**src/rtl/gf180mcu_fd_sc_mcu9t5v0__preset_pkg.sv**
```systemverilog
// Shared definitions for the staggered preset sequencer.
//   state_t : sequencer states
//   NGRP_D, PW_D, REC_D : default group count, SETN pulse width, recovery length
package gf180mcu_fd_sc_mcu9t5v0__preset_pkg;

   localparam int NGRP_D = 4;
   localparam int PW_D   = 2;
   localparam int REC_D  = 2;

   typedef enum logic [2:0] {
      IDLE,
      QUIESCE,
      ASSERT,
      RECOVER,
      DONE
   } state_t;

endpackage

```
**src/rtl/gf180mcu_fd_sc_mcu9t5v0__preset_ffs.sv**
```systemverilog
// Lowest-set-bit finder used to pick the next group to preset.
//   mask : candidate groups
//   idx  : index of the lowest set bit (0 when mask is empty)
//   any  : mask has at least one bit set
module gf180mcu_fd_sc_mcu9t5v0__preset_ffs
   import gf180mcu_fd_sc_mcu9t5v0__preset_pkg::*;
#(
   parameter  int NGRP = NGRP_D,
   localparam int IW   = (NGRP > 1) ? $clog2(NGRP) : 1
) (
   input  logic [NGRP-1:0] mask,
   output logic [IW-1:0]   idx,
   output logic            any
);

   // Scan from the top down so the lowest set bit is the last one written.
   always_comb begin
      idx = '0;
      for (int i = NGRP - 1; i >= 0; i--) begin
         if (mask[i]) idx = IW'(i);
      end
   end

   assign any = |mask;

endmodule

```
**src/rtl/gf180mcu_fd_sc_mcu9t5v0__preset_seq.sv**
```systemverilog
// Staggered preset sequencer for a bank of negative-edge set flops split into
// NGRP groups. On request it stops the bank clock, pulses each selected
// group's SETN low one group at a time, waits out recovery, then re-enables.
//   CLK      : block clock, rising edge
//   RST      : synchronous reset, active-high
//   REQ      : four-phase preset request
//   GRP_MASK : groups to preset, captured at accept
//   SETN     : per-group active-low set (registered)
//   CLK_EN   : bank clock enable (registered)
//   BUSY     : accept until ACK
//   ACK      : handshake acknowledge, held until REQ low
//
// state   | meaning
// IDLE    | waiting for REQ; outputs at rest
// QUIESCE | bank clock being stopped, no SETN low yet
// ASSERT  | SETN of the lowest pending group low for PW cycles
// RECOVER | all SETN released, clock held off for REC cycles
// DONE    | clock back on, ACK raised, waiting for REQ low
//
// Outputs are registered from the current state, so each state's effect
// appears one edge after the state is entered.
module gf180mcu_fd_sc_mcu9t5v0__preset_seq
   import gf180mcu_fd_sc_mcu9t5v0__preset_pkg::*;
#(
   parameter int NGRP = NGRP_D,
   parameter int PW   = PW_D,
   parameter int REC  = REC_D,
   parameter int CW   = 4
) (
   input  logic            CLK,
   input  logic            RST,
   input  logic            REQ,
   input  logic [NGRP-1:0] GRP_MASK,
   output logic [NGRP-1:0] SETN,
   output logic            CLK_EN,
   output logic            BUSY,
   output logic            ACK
);

   localparam int            IW     = (NGRP > 1) ? $clog2(NGRP) : 1;
   localparam logic [CW-1:0] PW_LD  = CW'(PW - 1);
   localparam logic [CW-1:0] REC_LD = CW'(REC - 1);

   state_t          state;
   logic [NGRP-1:0] pend;
   logic [NGRP-1:0] cur_oh;
   logic [NGRP-1:0] pend_clr;
   logic [IW-1:0]   cur_idx;
   logic            cur_any;
   logic [CW-1:0]   cnt;

   // The current group is always the lowest bit still pending.
   gf180mcu_fd_sc_mcu9t5v0__preset_ffs #(.NGRP(NGRP)) u_ffs (
      .mask (pend),
      .idx  (cur_idx),
      .any  (cur_any)
   );

   assign cur_oh   = NGRP'(1) << cur_idx;
   assign pend_clr = pend & ~cur_oh;

   always_ff @(posedge CLK) begin
      if (RST) begin
         state  <= IDLE;
         pend   <= '0;
         cnt    <= '0;
         SETN   <= '1;
         CLK_EN <= 1'b1;
         BUSY   <= 1'b0;
         ACK    <= 1'b0;
      end else begin
         case (state)
            IDLE: begin
               if (REQ) begin
                  pend  <= GRP_MASK;
                  BUSY  <= 1'b1;
                  state <= (|GRP_MASK) ? QUIESCE : DONE;
               end
            end
            QUIESCE: begin
               CLK_EN <= 1'b0;
               SETN   <= '1;
               if (cur_any) begin
                  cnt   <= PW_LD;
                  state <= ASSERT;
               end else begin
                  cnt   <= REC_LD;
                  state <= RECOVER;
               end
            end
            ASSERT: begin
               SETN <= ~cur_oh;
               if (cnt == '0) begin
                  // Hand straight over to the next group: no dead cycle.
                  pend <= pend_clr;
                  if (|pend_clr) begin
                     cnt <= PW_LD;
                  end else begin
                     cnt   <= REC_LD;
                     state <= RECOVER;
                  end
               end else begin
                  cnt <= cnt - CW'(1);
               end
            end
            RECOVER: begin
               SETN   <= '1;
               CLK_EN <= 1'b0;
               if (cnt == '0) state <= DONE;
               else           cnt   <= cnt - CW'(1);
            end
            DONE: begin
               SETN <= '1;
               // First cycle raises ACK; REQ is only looked at once ACK is up,
               // so an early REQ drop still gives a one-cycle ACK.
               if (!ACK) begin
                  ACK    <= 1'b1;
                  BUSY   <= 1'b0;
                  CLK_EN <= 1'b1;
               end else if (!REQ) begin
                  ACK   <= 1'b0;
                  state <= IDLE;
               end
            end
            default: state <= IDLE;
         endcase
      end
   end

endmodule
```
**config.mk**
```make
export PLATFORM = sky130hd
export DESIGN_NAME = gf180mcu_fd_sc_mcu9t5v0__preset_seq
export DESIGN_NICKNAME = d
export VERILOG_FILES = /design/src/rtl/gf180mcu_fd_sc_mcu9t5v0__preset_pkg.sv /design/src/rtl/gf180mcu_fd_sc_mcu9t5v0__preset_ffs.sv /design/src/rtl/gf180mcu_fd_sc_mcu9t5v0__preset_seq.sv
export SDC_FILE = /design/constraint.sdc
export NUM_CORES = 1
export LEC_CHECK = 0
export BUFFER_PORTS_ARGS = -buffer_cell sky130_fd_sc_hd__buf_2
export CAP_MARGIN = 20
export CORE_AREA = 5 5 83 66
export CTS_CLUSTER_SIZE = 14
export DETAILED_ROUTE_END_ITERATION = 12
export DIE_AREA = 0 0 88 71
export PLACE_DENSITY = 0.42
export SYNTH_ARGS = -nofsm -noshare
export SYNTH_HDL_FRONTEND = slang
export SYNTH_SLANG_ARGS = --single-unit
```
**constraint.sdc**
```tcl
create_clock -name CLK -period 4.03 [get_ports CLK]
set_clock_uncertainty 0.1 [all_clocks]
set_input_delay 0.6045 -clock CLK [delete_from_list [all_inputs] [get_ports CLK]]
set_output_delay 0.6045 -clock CLK [all_outputs]
set_load 0.02 [all_outputs]
```
==> impl_results.md <==
* Outcome: completed
* Max H-tree Level at 1
* CTS tree: yes
* Placed cells at 192
* Slew headroom at 51.7%
* Clk pwr share at 15.0%
* Top cell type's share of synthesized area at 32.4%
* Pwr dens at 700 mW/mm^2
* Gate power share at 47.5%
* Initial Util at 23.9%
* Hold Buf Count CTS at 0
* WHS at 0.399 ns
* Drc violations at 0
* Mux share of post-synthesis cell area at 1.91%
* Crit path required time at 4.09 ns
* #FFs+latches synth at 18
* Top cell type by total area after synthesis: dfxtp_1
* Core area at 0.00465 sq mm
* First-pass GRT wire length at 4340 microns
* Synth top area cells: dfxtp_1 32%, a21oi_1 6.3%, nor2_1 3.7%
* Top Ports at 14
* DRT Wirelength at 2550 microns
* Worst min path class: register to register
* Switching Share at 44.1%
* Post-Synth Adder-Cell Area at 2.25%
* Fmax at 505 MHz
* Number of synthesized flops with an enable pin at 0
* Library cells used by synthesis at 50
* Port Buffer Count at 13
* Vias per std cell at 4.84
* Final critical-path required period at 1.98 ns
* Seq pwr share at 37.5%
* Worst Path Buf+Inv at 0
* Post-Syn Area per Cell at 8.68 sq um
* Drt pass-1 iters at 4
* Routed via count at 943
* 1st-iter DRT viols at 68
* Vias in the first global route at 878
* CP cell instances: or2_1 > o32ai_2 > a21o_1 > o41ai_2
* Clk buf depth at 2
* Crit path kind: register to register
* DIE WIDTH at 88 microns
* Syn_nets at 137
* P&R area growth vs syn at 9.35%
* Top cell family by delay on the critical path: flip-flops
* Crit path max fanout at 23
* Die H at 71 microns
* Commonest register cell after synthesis: dfxtp_1
* Diode count at 0
* Reg clk slew, reported paths at 0.07 ns
* CP max stage delay at 0.79 ns
* Nature of the critical path endpoint: register
* Util after Layout at 26.1%
* Clock sinks at 18
* Slew Viols, Final at 0
* Worst-Skew Late Latency at 0.25 ns
* Routed Antenna Nets at 0
* Worst slew pin tran at 0.723 ns
* Post-DR wirelength/cell at 13.1 microns
* Leakage Power at 0.000443 uW
* Area of the mapped netlist at 0.00111 sq mm
* GRT overflow at 0
* Mapped Cells at 128
* Final HPWL DP at 1860 microns
* Rows at 22
* Final Hold Viols at 0
* Worst EP arrival at 2.05 ns
* Final period utilization at 49.2%
* Num CTS Buffers at 3
* Top-count cell post-synth: dfxtp_1
* Critical path's slowest cell: dfxtp_1
* Synth Area in XOR/XNOR at 0%
* CP startpoint kind: register
* Tot GR Track Use at 8.79%
* Setup TNS at 0 ns
* DIE AREA at 0.00625 sq mm
* FFs w/ async S/R, synth at 0%
* Post-synthesis compound-gate area fraction at 28.8%
* Largest net degree at the start of global routing at 26
* Post CTS Setup Buffer Count at 0
* Main combinational cell family by area after synthesis: compound AO/OA/AOI/OAI gates
* Unrepaired setup endpoints after global routing: no
* Max VDD drop at 221 uV
* Setup Viol. Count Final at 0
* GP Congestion at 0.800
* Max Cap Viol at 0
* Most instantiated cells after synthesis: 18 x dfxtp_1, 14 x a21oi_1, 11 x nor2_1
* Share of layout cells above drive strength 1 at 20.0%
* Non-Filler Instances at 195
* Initial antenna violation count at 0
* CTS root buf: clkbuf_8
* P_int at 476 uW
* Post-synthesis sequential area ratio at 32.4%
* Post-CTS Resized at 0
* Simple-gate share of the synthesized area at 26.2%
* Nets at 146
* Yosys warning count at 0
* Psw at 375 uW
power by group through the flow:
| stage | logic [uW] | clock network [uW] | registers [uW] |
|---|---|---|---|
| 2_1_floorplan | 371 | 0 | 288 |
| 6_report | 404 | 127 | 319 |
| 4_1_cts | 407 | 137 | 319 |
| 3_5_place_dp | 404 | 0 | 324 |
| 3_3_place_gp | 405 | 0 | 322 |
| 5_1_grt | 450 | 145 | 336 |
stage by stage:
step | instance area (sq um) | worst slack, ns | total power [uW]
floorplan | 1110 | 2.34 | 659
global placement | 1170 | 2.14 | 726
detailed placement | 1170 | 2.06 | 728
CTS | 1210 | 2.05 | 863
global route | 1210 | 1.86 | 931
finish | 1210 | 2.05 | 851
layout by cell type, fill, tap and decap left out, types with 2 or more instances in the layout:
master,netlist,routed
dfxtp_1,18,18
a21oi_1,14,14
buf_2,2,13
nor2_1,11,11
nand2_1,6,6
nor3_1,5,5
o21ai_1,5,5
o21ai_0,5,5
inv_1,3,3
o22ai_1,3,3
nand2b_1,3,3
a211oi_1,3,3
clkbuf_8,0,3
and3_1,2,2
or2_1,2,2
a31oi_1,2,2
nor3b_1,2,2
o21bai_1,2,2
nor4_1,2,2
a211oi_2,2,2
o32ai_2,2,2
or3_1,2,2
ha_1,2,2
routing by layer:
| metal | global-route usage (%) | share of wire [%] | vias up |
|---|---|---|---|
| met3 | 3.61 | 5.6 | 5 |
| met5 | 0 | 0 | - |
| met1 | 13.1 | 55 | 431 |
| li1 | - | - | 493 |
| met4 | 1.53 | 0.74 | 0 |
| met2 | 11.7 | 39 | 14 |
worst paths after layout:
kind | start | endpoint | slack [ns] | cells past startpoint
max | state[2] | state[2] | 2.05 | 4
min reg2reg | CLK_EN | CLK_EN | 0.40 | 2
min | CLK_EN | CLK_EN | 0.40 | 2
max reg2reg | state[2] | state[2] | 2.05 | 4
area by class of cell:
cell class	count	area (sq um)
clock buffers	3	41.3
fillers	526	3440
inverters	4	15.0
multi-input cells	97	658
flip-flops and latches	18	360
well taps	60	75.1
repair buffers	13	65.1
worst register-to-register path, cell delays in order, from the launching register on:
cell     delay, ns
dfxtp_1       0.79
or2_1         0.35
o32ai_2       0.15
a21o_1        0.25
o41ai_2       0.26
flip-flops by register name, indices dropped and copies added, names as in the netlist:
| register | flops |
|---|---|
| CLK_EN | 1 |
| ACK | 1 |
| pend | 4 |
| state | 3 |
| SETN | 4 |
| BUSY | 1 |
| cnt | 4 |
cells by family after synthesis:
logic type	count (synthesis)
buffers and inverters	13
AO/OA/AOI/OAI	46
flip-flops	18
multiplexers	2
adder cells (fa/ha/maj)	2
AND/OR/NAND/NOR	47
Note: power is estimated with default switching activity, not from simulation.
